$ cat config.mk
export PLATFORM = sky130hd
export DESIGN_NAME = lsu_ctrl
export DESIGN_NICKNAME = d
export VERILOG_FILES = /design/src/rtl/lsu_ctrl.sv
export SDC_FILE = /design/constraint.sdc
export NUM_CORES = 1
export LEC_CHECK = 0
export ABC_CLOCK_PERIOD_IN_PS = 2120
export BUFFER_PORTS_ARGS = -buffer_cell sky130_fd_sc_hd__buf_4
export CAP_MARGIN = 20
export CORE_UTILIZATION = 40
export CTS_BUF_LIST = sky130_fd_sc_hd__clkbuf_4 sky130_fd_sc_hd__clkbuf_8
export DETAILED_ROUTE_END_ITERATION = 10
export PLACE_DENSITY = 0.72
export SLEW_MARGIN = 20
export SYNTH_ARGS = -nofsm -noshare
export SYNTH_HDL_FRONTEND = slang
export SYNTH_SLANG_ARGS = --single-unit
$ cat constraint.sdc
create_clock -name clk -period 2.12 [get_ports clk]
set_clock_uncertainty 0.15 [all_clocks]
set_input_delay 0.424 -clock clk [delete_from_list [all_inputs] [get_ports clk]]
set_output_delay 0.424 -clock clk [all_outputs]
set_load 0.005 [all_outputs]
$ cat src/rtl/lsu_ctrl.sv
// Load/store controller between the memory stage and data_mem.
// Three-phase access (IDLE -> EXEC -> RESP); bad-range or bad-funct3 requests never reach memory.
module lsu_ctrl #(
  parameter int ADDRESS_WIDTH = 17,
  parameter int DATA_WIDTH    = 32
) (
  input  logic                     clk,
  input  logic                     rst_n,
  input  logic                     req_valid,
  output logic                     req_ready,
  input  logic                     req_we,
  input  logic [2:0]               req_funct3,
  input  logic [31:0]              req_addr,
  input  logic [DATA_WIDTH-1:0]    req_wdata,
  output logic                     rsp_valid,
  input  logic                     rsp_ready,
  output logic [DATA_WIDTH-1:0]    rsp_rdata,
  output logic                     rsp_err,
  output logic [ADDRESS_WIDTH-1:0] mem_a,
  output logic [DATA_WIDTH-1:0]    mem_wd,
  output logic                     mem_we0,
  output logic                     mem_we1,
  output logic                     mem_we2,
  output logic                     mem_we3,
  input  logic [DATA_WIDTH-1:0]    mem_rd
);

  typedef enum logic [1:0] {S_IDLE, S_EXEC, S_RESP} state_t;

  state_t                     state_q, state_d;
  logic                       we_q;
  logic [2:0]                 funct3_q;
  logic [ADDRESS_WIDTH-1:0]   addr_q;
  logic [DATA_WIDTH-1:0]      wdata_q;
  logic                       err_q;
  logic [DATA_WIDTH-1:0]      rsp_rdata_q;
  logic                       rsp_err_q;

  logic [32:0]                size;
  logic [32:0]                end_addr;
  logic                       funct3_bad;
  logic                       req_err;
  logic [DATA_WIDTH-1:0]      load_ext;
  logic                       store_en;

  // Range check is done on the 33-bit end address so wrap past the top byte is caught.
  always_comb begin
    case (req_funct3[1:0])
      2'd0:    size = 33'd1;
      2'd1:    size = 33'd2;
      default: size = 33'd4;
    endcase
    end_addr = {1'b0, req_addr} + size;
    if (req_we)
      funct3_bad = (req_funct3 >= 3'd3);
    else
      funct3_bad = (req_funct3 == 3'd3) || (req_funct3 == 3'd6) || (req_funct3 == 3'd7);
    req_err = funct3_bad || (end_addr > (33'd1 << ADDRESS_WIDTH));
  end

  always_comb begin
    case (funct3_q)
      3'd0:    load_ext = {{24{mem_rd[7]}}, mem_rd[7:0]};
      3'd1:    load_ext = {{16{mem_rd[15]}}, mem_rd[15:0]};
      3'd2:    load_ext = mem_rd;
      3'd4:    load_ext = {24'd0, mem_rd[7:0]};
      3'd5:    load_ext = {16'd0, mem_rd[15:0]};
      default: load_ext = '0;
    endcase
  end

  // Byte for A+n travels on mem_wd[31-8n -: 8], i.e. lanes are reversed relative to mem_rd.
  always_comb begin
    case (funct3_q[1:0])
      2'd0:    mem_wd = {wdata_q[7:0], 24'd0};
      2'd1:    mem_wd = {wdata_q[7:0], wdata_q[15:8], 16'd0};
      default: mem_wd = {wdata_q[7:0], wdata_q[15:8], wdata_q[23:16], wdata_q[31:24]};
    endcase
  end

  assign mem_a     = addr_q;
  assign store_en  = (state_q == S_EXEC) && we_q && !err_q;
  assign mem_we0   = store_en;
  assign mem_we1   = store_en && (funct3_q[1:0] != 2'd0);
  assign mem_we2   = store_en && (funct3_q[1:0] == 2'd2);
  assign mem_we3   = store_en && (funct3_q[1:0] == 2'd2);
  assign rsp_rdata = rsp_rdata_q;
  assign rsp_err   = rsp_err_q;

  always_comb begin
    state_d   = state_q;
    req_ready = 1'b0;
    rsp_valid = 1'b0;
    case (state_q)
      S_IDLE: begin
        req_ready = 1'b1;
        if (req_valid) state_d = S_EXEC;
      end
      S_EXEC: state_d = S_RESP;
      S_RESP: begin
        rsp_valid = 1'b1;
        if (rsp_ready) state_d = S_IDLE;
      end
      default: state_d = S_IDLE;
    endcase
  end

  always_ff @(posedge clk or negedge rst_n) begin
    if (!rst_n) begin
      state_q     <= S_IDLE;
      we_q        <= 1'b0;
      funct3_q    <= 3'd0;
      addr_q      <= '0;
      wdata_q     <= '0;
      err_q       <= 1'b0;
      rsp_rdata_q <= '0;
      rsp_err_q   <= 1'b0;
    end else begin
      state_q <= state_d;
      if (state_q == S_IDLE && req_valid) begin
        we_q     <= req_we;
        funct3_q <= req_funct3;
        addr_q   <= req_addr[ADDRESS_WIDTH-1:0];
        wdata_q  <= req_wdata;
        err_q    <= req_err;
      end
      if (state_q == S_EXEC) begin
        rsp_rdata_q <= (!we_q && !err_q) ? load_ext : '0;
        rsp_err_q   <= err_q;
      end
      if (state_q == S_RESP && rsp_ready) begin
        rsp_rdata_q <= '0;
        rsp_err_q   <= 1'b0;
      end
    end
  end

endmodule
# == Yosys cells after proc, flatten, opt, wreduce, memory -nomap -nowiden ==
# Cells that the tools add are included.
# word_totals
register_bits,89
inputBits,104
wordCells,58
# op_classes
n_addsub,1
n_lt_le_gt_ge,2
n_eq_ne,14
mux,14
reduce_logical,19
# op_table
op,n
$pmux W32 S5,1
$mux W32,3
$pmux W24 S2,1
$add A32 B33 Y33,1
$gt A33 B18 Y1 const B,1
$eq A3 B3 Y1 const B,4
$logic_and A1 B1 Y1,7
$eq A2 B1 Y1 const B,3
$eq A3 B2 Y1 const B,2
$logic_not A2 Y1,3
$pmux W2 S3,1
$pmux W3 S2,1
$mux W1,5
$eq A2 B2 Y1 const B,2
$mux W2,2
$ne A2 B2 Y1 const B,2
$reduce_bool A2 Y1,2
$eq A3 B1 Y1 const B,1
$ge A3 B2 Y1 const B,1
$logic_not A3 Y1,1
$logic_or A1 B1 Y1,3
$logic_not A1 Y1,2
$reduce_and A2 Y1,1

# == Logic depth before layout (Yosys ltp) ==
# Gate-level depths: netlist (run 1).
# logic_depth
word_depth,5
ltp_mapped,10

# == Worst setup path after synthesis (run 1) ==
# No wires, ideal clock.
# synth_path
path_type,input-to-reg
start,in req_funct3[1]
end,reg err_q
arrival_time_ns,2.231
setup_slack_ns,-0.397
cell_stages,10
path_cell_list,nor2_1 ha_1 fa_1 a21oi_1 nor4_4 nand4_2 a311o_1 a211oi_2 a31o_1 o311ai_1
# synth_between
elab_chain_len,5
# synth_lines
item,line,rtl
from (decl),12,"input logic [2:0] req_funct3,"
"$eq A2 B1 Y1, or another cell as far along",48,case (req_funct3[1:0])
$pmux W3 S2 or $logic_or A1 B1 Y1 (tied branches),"48, 57",
$add A32 B33 Y33 or $logic_or A1 B1 Y1 (tied branches),"53, 57",
$gt A33 B18 Y1 or $mux W1 (tied branches),"58, 54",
$logic_or A1 B1 Y1 *,58,req_err = funct3_bad || (end_addr > (33'd1 << ADDRESS_WIDTH));
to (signal assigned),125,err_q <= req_err;
to (decl),35,logic err_q;
# Every way passes the cells marked *; elsewhere a longest branch is shown, timed or not.
# A chain may end at the register's enable or synchronous reset.

# == Worst setup path in the final report (run 1) ==
# layout_path
start,in req_funct3[0]
end,reg err_q
# The elaborated chain is that of the path after synthesis.

==> results_tabular.tex, run 1 <==
\begin{tabular}{lr}
\hline
Metric & Value \\
\hline
\multicolumn{2}{l}{\textbf{Run status}} \\
\quad Status & finished with violations \\
\quad Violated checks & negative setup slack \\
\multicolumn{2}{l}{\textbf{Clock network}} \\
\quad Clock-pin slew on the worst setup and hold paths & 0.10 ns \\
\quad Clock buffers created by TritonCTS & 9 \\
\quad Clock network latency to the later pin of the worst-skew pair & 0.34 ns \\
\quad TritonCTS clock tree & built \\
\quad Buffer depth of the longest clock path & 2 \\
\quad CTS H-Tree Depth & 3 \\
\quad Clock root buffer & clkbuf\_8 \\
\quad Number of sinks driven by the clock tree & 89 \\
\multicolumn{2}{l}{\textbf{Worst setup path}} \\
\quad Critical path cell sequence & buf\_8 -> nor2b\_2 -> fa\_2 -> a21oi\_4 -> nor4\_4 -> buf\_4 -> buf\_6 -> nand3b\_1 -> a21oi\_1 -> a21oi\_1 -> nor4\_2 -> o311ai\_1 \\
\quad Instance count on the critical path & 12 \\
\quad Startpoint of the most critical register-to-register path & state\_q[1] \\
\quad Reg-to-reg endpoint & rsp\_rdata[13] \\
\quad Critical path destination & err\_q \\
\quad Reg-to-reg slack, setup & 0.34 ns \\
\quad Worst r2r path cells & 5 \\
\quad Worst Path Required & 2.19 ns \\
\quad Kind of start point of the critical path & input port \\
\quad Worst setup path startpoint & req\_funct3[0] \\
\quad Most frequent CP cell & a21oi\_1 \\
\quad Class of the most critical setup path & input port to register \\
\quad Critical path's slowest cell & fa\_2 \\
\quad CP delay by family, top & simple AND/OR/NAND/NOR gates \\
\quad Buf/Inv on CP & 3 \\
\quad Worst Setup End Kind & register \\
\quad Critical Path Max Stage Delay & 0.40 ns \\
\quad Critical path arrival & 2.30 ns \\
\quad CP Max Fanout & 3 \\
\multicolumn{2}{l}{\textbf{Detailed routing}} \\
\quad Post-DR vias/cell & 5.226 \\
\quad Drt total wl & 12.27 mm \\
\quad Drc violations & 0 \\
\quad Final antenna-violating net count & 0 \\
\quad Via count & 4071 \\
\quad Iter 0 DRT Violations & 211 \\
\quad DR WL/cell & 15.75 um \\
\quad Detailed-router iteration count before antenna repair & 5 \\
\multicolumn{2}{l}{\textbf{Cells and area}} \\
\quad Synth-to-Final Area Change & 49.82\% \\
\quad Number of filler instances in the final layout & 869 \\
\quad Fraction of layout cells with a size suffix above 1 & 0.5241 \\
\quad Final instance area & 6608 um2 \\
\quad Net total in the final layout & 746 \\
\quad Fraction of the core area covered by cells at the end of the flow & 0.6288 \\
\quad Commonest non-fill, non-tap cell in the layout & buf\_4 \\
\quad Leading cell types in the layout, fill and taps excluded & buf\_4, dfrtp\_1, mux2\_2 \\
\quad Diodes inserted & 0 \\
\multicolumn{2}{l}{\textbf{Synth}} \\
\quad Mapped Nets & 520 \\
\quad Post-synthesis average cell area & 10.71 um2 \\
\quad Synth Cell Area & 4410 um2 \\
\quad Share of the yosys chip area belonging to registers & 0.5050 \\
\quad Post-synth EDFFs & 0 \\
\quad Async set-reset flop share out of synthesis & 1.000 \\
\quad Flops \& latches, synth & 89 \\
\quad Synthesis Warnings & 0 \\
\quad Post-synthesis cell count & 412 \\
\quad Main flop type after synthesis & dfrtp\_1 \\
\quad Synth unique cells & 55 \\
\multicolumn{2}{l}{\textbf{STA}} \\
\quad Fin. max-slew vios & 0 \\
\quad Endpoints failing hold & 0 \\
\quad Final period utilization & 1.055 \\
\quad Worst-case setup margin in the final layout & -0.1163 ns \\
\quad Timing-limited maximum frequency & 447.2 MHz \\
\quad Slew at the pin closest to its max-slew limit & 0.6278 ns \\
\quad Total negative slack for setup checks & -0.1163 ns \\
\quad Max transition margin & 0.5799 \\
\quad Number of setup violations in the final report & 1 \\
\quad Unrepaired setup endpoints after global routing & true \\
\quad Final critical path time including I/O delays and setup & 2.236 ns \\
\multicolumn{2}{l}{\textbf{Die}} \\
\quad Total Die Area & 11450 um2 \\
\quad Row Count & 37 \\
\quad Floorplan Core Area & 10510 um2 \\
\quad Number of primary I/O pins & 192 \\
\quad Initial Utilization & 0.4197 \\
\quad Die extent in y & 107.0 um \\
\quad Width of the die & 107.0 um \\
\multicolumn{2}{l}{\textbf{GRT}} \\
\quad Maximum number of pins on one net before global-route repair & 37 \\
\quad Tot GR Track Use & 0.2178 \\
\quad Via count of the first global-routing pass & 4132 \\
\quad Global-route wire length before repair & 19.74 mm \\
\quad Total grt overflow & 0 \\
\quad Number of antenna violations at the first check in global routing & 0 \\
\multicolumn{2}{l}{\textbf{Placed design}} \\
\quad Area after DPL & 6252 um2 \\
\quad Detailed-placement wirelength estimate & 9.302 mm \\
\quad Placement-stage worst setup slack & -0.6513 ns \\
\quad Final weighted congestion in routability-driven placement & 0.8860 \\
\quad IO Port Bufs & 191 \\
\multicolumn{2}{l}{\textbf{Pwr}} \\
\quad Total design power & 6630 uW \\
\quad VDD IR max & 0.6579 mV \\
\quad Leak Pwr & 0.003113 uW \\
\quad P per Cell Area & 1003 nW/um2 \\
\multicolumn{2}{l}{\textbf{Worst hold path}} \\
\quad Worst min-delay path class & input port to register \\
\quad Worst hold stages & 2 \\
\multicolumn{2}{l}{\textbf{Flow run}} \\
\quad Max Cap Viol & 0 \\
\hline
\end{tabular}
==> area by class of cell <==
class | count | area (um2) | area share
sequential | 89 | 2227 | 0.3371
inverter | 5 | 18.77 | 0.002840
multi-input combinational | 292 | 2105 | 0.3185
clock buffer | 11 | 138.9 | 0.02102
tap | 136 | 170.2 | 0.02575
timing repair buffer | 241 | 1884 | 0.2852
clock inverter | 5 | 63.81 | 0.009657
==> registers in the layout, summed over array words and instances, names as in the netlist <==
name       flops
wdata_q       32
err_q          1
rsp_rdata     32
we_q           1
funct3_q       3
rsp_err        1
mem_a         17
state_q        2
==> stage by stage <==
stage / instances / hold slack (ns)
finish: 779 / 0.1417
global route: 779 / 0.1168
CTS: 778 / 0.1239
detailed placement: 756 / 0.2623
global placement: 756 / 0.2578
floorplan: 412 / -0.02159
==> logic make-up after synthesis <==
family / share of synthesized area
fa+ha+maj: 0.01305
simple gates: 0.1611
buf+inv: 0.03574
mux: 0.1421
compound gates: 0.1370
xor+xnor: 0.005959
flops: 0.5050
==> synth_stat cells (3+ instances only) <==
cell / count / share of area
o21a_1: 3 / 0.0051
nand2_1: 38 / 0.032
nor2_1: 21 / 0.018
nor3_1: 7 / 0.0079
a22o_1: 8 / 0.016
and2_1: 18 / 0.026
inv_1: 5 / 0.0043
a21oi_1: 35 / 0.040
buf_4: 9 / 0.015
nor4_1: 4 / 0.0057
mux2_2: 53 / 0.14
dfrtp_1: 89 / 0.50
nand2b_1: 5 / 0.0071
nor2b_1: 11 / 0.016
nand3_1: 5 / 0.0057
and3_1: 3 / 0.0043
ha_1: 3 / 0.0085
clkbuf_1: 16 / 0.014
mux2i_1: 3 / 0.0068
nand4_1: 5 / 0.0071
o21ai_0: 29 / 0.033
==> how the worst min path moves through the flow <==
| stage | slack [ns] | startpoint | endpoint |
|---|---|---|---|
| after global routing | 0.12 | mem_rd[1] | rsp_rdata[1] |
| after floorplan | -0.02 | rst_n | err_q |
| final | 0.14 | mem_rd[1] | rsp_rdata[1] |
| after CTS | 0.12 | mem_rd[1] | rsp_rdata[1] |
| after global placement | 0.26 | rst_n | rsp_rdata[28] |
| after detailed placement | 0.26 | rst_n | rsp_rdata[28] |
==> layer usage <==
layer,vias up,part of all wire,global-route usage
met4,0,0.011,0.05479
met5,-,0,0
li1,1921,-,-
met2,164,0.50,0.3779
met1,1976,0.41,0.2689
met3,10,0.077,0.05653
==> report_power, final <==
| part | internal, uW | total (uW) | leakage (uW) | switching [uW] |
|---|---|---|---|---|
| logic | 1690 | 2870 | 0.00190 | 1190 |
| registers | 2240 | 2560 | 0.00111 | 318 |
| clock network | 581 | 1200 | 0.000101 | 616 |
| total | 4510 | 6630 | 0.00311 | 2120 |
==> what timing repair did <==
item	in CTS	in global routing
setup endpoints to repair	3	3
pin swaps	12	5
hold buffers	1	0
setup buffers	5	1
gates cloned	0	0
gates resized for setup	15	10
endpoints found under the hold margin	33	0
No activity file was read; power rests on OpenSTA's default activity.
==> run 2: changes to the inputs <==
--- a/config.mk
+++ b/config.mk
@@ -8,10 +8,10 @@
 export ABC_CLOCK_PERIOD_IN_PS = 2120
 export BUFFER_PORTS_ARGS = -buffer_cell sky130_fd_sc_hd__buf_4
 export CAP_MARGIN = 20
-export CORE_UTILIZATION = 40
+export CORE_UTILIZATION = 43
 export CTS_BUF_LIST = sky130_fd_sc_hd__clkbuf_4 sky130_fd_sc_hd__clkbuf_8
 export DETAILED_ROUTE_END_ITERATION = 10
-export PLACE_DENSITY = 0.72
+export PLACE_DENSITY = 0.77
 export SLEW_MARGIN = 20
 export SYNTH_ARGS = -nofsm -noshare
 export SYNTH_HDL_FRONTEND = slang
==> run 2 against run 1 <==
  * The flow still finishes with violations (negative setup slack)
  * Critical path type unchanged
  * Critical endpoint unchanged
  * Non-clock buffer count fell by 1
  * Clock power about the same
  * Core utilization up 4.2 points
==> results_tabular.tex, run 2 (same netlist as run 1, synthesis figures left out) <==
\begin{tabular}{lr}
\hline
Metric & Value \\
\hline
\multicolumn{2}{l}{\textbf{Worst hold path}} \\
\quad Worst min-delay path class & input port to register \\
\quad Launch instance of the worst min-delay path & req\_wdata[2] \\
\multicolumn{2}{l}{\textbf{STA}} \\
\quad Worst-case setup margin in the final layout & -0.1160 ns \\
\quad Max transition margin & 0.3481 \\
\quad Slew at the pin closest to its max-slew limit & 0.9725 ns \\
\quad Worst slack on hold paths & 0.1474 ns \\
\quad Endpoints failing hold & 0 \\
\quad Final critical path time including I/O delays and setup & 2.236 ns \\
\quad Timing-limited maximum frequency & 447.2 MHz \\
\quad Number of setup violations in the final report & 1 \\
\quad Unrepaired setup endpoints after global routing & true \\
\quad Fin. max-slew vios & 0 \\
\quad Final period utilization & 1.055 \\
\quad Total negative slack for setup checks & -0.1160 ns \\
\multicolumn{2}{l}{\textbf{Run status}} \\
\quad Violated checks & negative setup slack \\
\quad Status & finished with violations \\
\multicolumn{2}{l}{\textbf{Worst setup path}} \\
\quad Worst setup path startpoint & req\_addr[0] \\
\quad Most frequent CP cell & buf\_4 \\
\quad Critical Path Max Stage Delay & 0.38 ns \\
\quad Class of the most critical setup path & input port to register \\
\quad Worst Path Required & 2.19 ns \\
\quad Reg-to-reg slack, setup & 0.21 ns \\
\quad Kind of start point of the critical path & input port \\
\quad Critical path cell sequence & buf\_4 -> ha\_4 -> fa\_2 -> a21oi\_4 -> nor4\_4 -> buf\_4 -> a311o\_2 -> a211oi\_2 -> a31o\_1 -> o311ai\_2 \\
\quad Reg-to-reg endpoint & rsp\_rdata[26] \\
\quad Critical path arrival & 2.31 ns \\
\quad Worst Setup End Kind & register \\
\quad Startpoint of the most critical register-to-register path & funct3\_q[0] \\
\quad CP Max Fanout & 4 \\
\quad Critical path's slowest cell & fa\_2 \\
\quad Critical path destination & err\_q \\
\quad Worst r2r path cells & 4 \\
\multicolumn{2}{l}{\textbf{Cells and area}} \\
\quad Register cell area after layout & 2227 um2 \\
\quad Net total in the final layout & 745 \\
\quad Commonest non-fill, non-tap cell in the layout & buf\_4 \\
\quad Number of filler instances in the final layout & 764 \\
\quad Diodes inserted & 0 \\
\quad Non-filler cells, final & 775 \\
\quad Fraction of the core area covered by cells at the end of the flow & 0.6707 \\
\quad Fraction of layout cells with a size suffix above 1 & 0.5296 \\
\quad Multi-input gate area & 2138 um2 \\
\quad Leading cell types in the layout, fill and taps excluded & buf\_4, dfrtp\_1, mux2\_2 \\
\quad Synth-to-Final Area Change & 50.01\% \\
\multicolumn{2}{l}{\textbf{Clock network}} \\
\quad CTS H-Tree Depth & 3 \\
\quad Clock buffers created by TritonCTS & 9 \\
\quad Buffer depth of the longest clock path & 2 \\
\quad Clock network latency to the later pin of the worst-skew pair & 0.35 ns \\
\quad Clock-pin slew on the worst setup and hold paths & 0.09 ns \\
\quad TritonCTS clock tree & built \\
\quad Clock root buffer & clkbuf\_8 \\
\quad Number of sinks driven by the clock tree & 89 \\
\multicolumn{2}{l}{\textbf{Pwr}} \\
\quad Switch share & 0.3163 \\
\quad Leak Pwr & 0.003110 uW \\
\quad Net switching power & 2094 uW \\
\quad Int Pwr & 4526 uW \\
\quad Combinational share of power & 0.433 \\
\quad Share of total power in sequential cells & 0.385 \\
\quad VDD IR max & 0.5512 mV \\
\quad P per Cell Area & 1001 nW/um2 \\
\quad Part of the total power dissipated in the clock network & 0.182 \\
\multicolumn{2}{l}{\textbf{Detailed routing}} \\
\quad Final antenna-violating net count & 0 \\
\quad Drc violations & 0 \\
\quad Detailed-router iteration count before antenna repair & 4 \\
\quad DR WL/cell & 15.33 um \\
\quad Via count & 4026 \\
\quad Iter 0 DRT Violations & 133 \\
\quad Post-DR vias/cell & 5.195 \\
\quad Drt total wl & 11.88 mm \\
\multicolumn{2}{l}{\textbf{GRT}} \\
\quad Total grt overflow & 0 \\
\quad Number of antenna violations at the first check in global routing & 0 \\
\quad Tot GR Track Use & 0.2232 \\
\quad Global-route wire length before repair & 18.36 mm \\
\quad Maximum number of pins on one net before global-route repair & 90 \\
\quad Via count of the first global-routing pass & 3986 \\
\multicolumn{2}{l}{\textbf{Die}} \\
\quad Die extent in y & 103.3 um \\
\quad Initial Utilization & 0.4471 \\
\quad Total Die Area & 10670 um2 \\
\quad Number of primary I/O pins & 192 \\
\quad Width of the die & 103.3 um \\
\quad Row Count & 36 \\
\quad Floorplan Core Area & 9864 um2 \\
\multicolumn{2}{l}{\textbf{Placed design}} \\
\quad Cell total after placement & 752 \\
\quad Detailed-placement wirelength estimate & 8.865 mm \\
\quad IO Port Bufs & 191 \\
\quad Final weighted congestion in routability-driven placement & 0.8793 \\
\multicolumn{2}{l}{\textbf{Flow run}} \\
\quad Max Cap Viol & 0 \\
\hline
\end{tabular}
run 2: routing by layer:
layer	GRT usage	share of wire	vias to the layer above
met2	0.3903	0.50	166
met3	0.05780	0.075	21
met1	0.2632	0.41	1915
met4	0.08667	0.019	0
li1	-	-	1924
met5	0	0	-
run 2: final cells by class:
type,instances,area share
multi-input combinational,292,0.3232
clock inverter,5,0.009644
clock buffer,11,0.02194
timing repair buffer,240,0.2806
inverter,5,0.002837
sequential,89,0.3366
tap,133,0.02515
run 2: what timing repair did:
action,CTS,global route
endpoints found under the hold margin,89,0
pin swaps,12,13
buffers inserted,4,2
endpoints found under the setup margin,3,4
resized for setup,13,16
hold buffers,1,0
run 2: metrics by stage:
stage | power, uW | setup slack [ns] | instance area (um2)
after CTS | 6677 | -0.1374 | 6535
after global routing | 7083 | -0.1909 | 6616
final | 6620 | -0.1160 | 6616
after global placement | 5333 | -0.5437 | 6233
after detailed placement | 5439 | -0.6212 | 6233
after floorplan | 4035 | -0.3971 | 4410
run 2: how the worst min path moves through the flow:
stage	end	cells after the start
final	wdata_q[2]	2
after global routing	wdata_q[20]	2
after global placement	rsp_err	1
after CTS	wdata_q[15]	2
after detailed placement	rsp_rdata[29]	2
after floorplan	err_q	0
run 2: power by group through the flow:
| stage | clock (uW) | combinational [uW] | sequential, uW |
|---|---|---|---|
| 6_report | 1210 | 2870 | 2550 |
| 3_3_place_gp | 0 | 2780 | 2550 |
| 3_5_place_dp | 0 | 2850 | 2590 |
| 4_1_cts | 1250 | 2870 | 2560 |
| 5_1_grt | 1320 | 3130 | 2640 |
| 2_1_floorplan | 0 | 1530 | 2500 |
run 2: worst max-delay path, delay by kind of cell:
family	cells	cell delay [ns]
compound gates	5	0.99
fa+ha+maj	2	0.54
buf+inv	2	0.28
simple gates	1	0.07
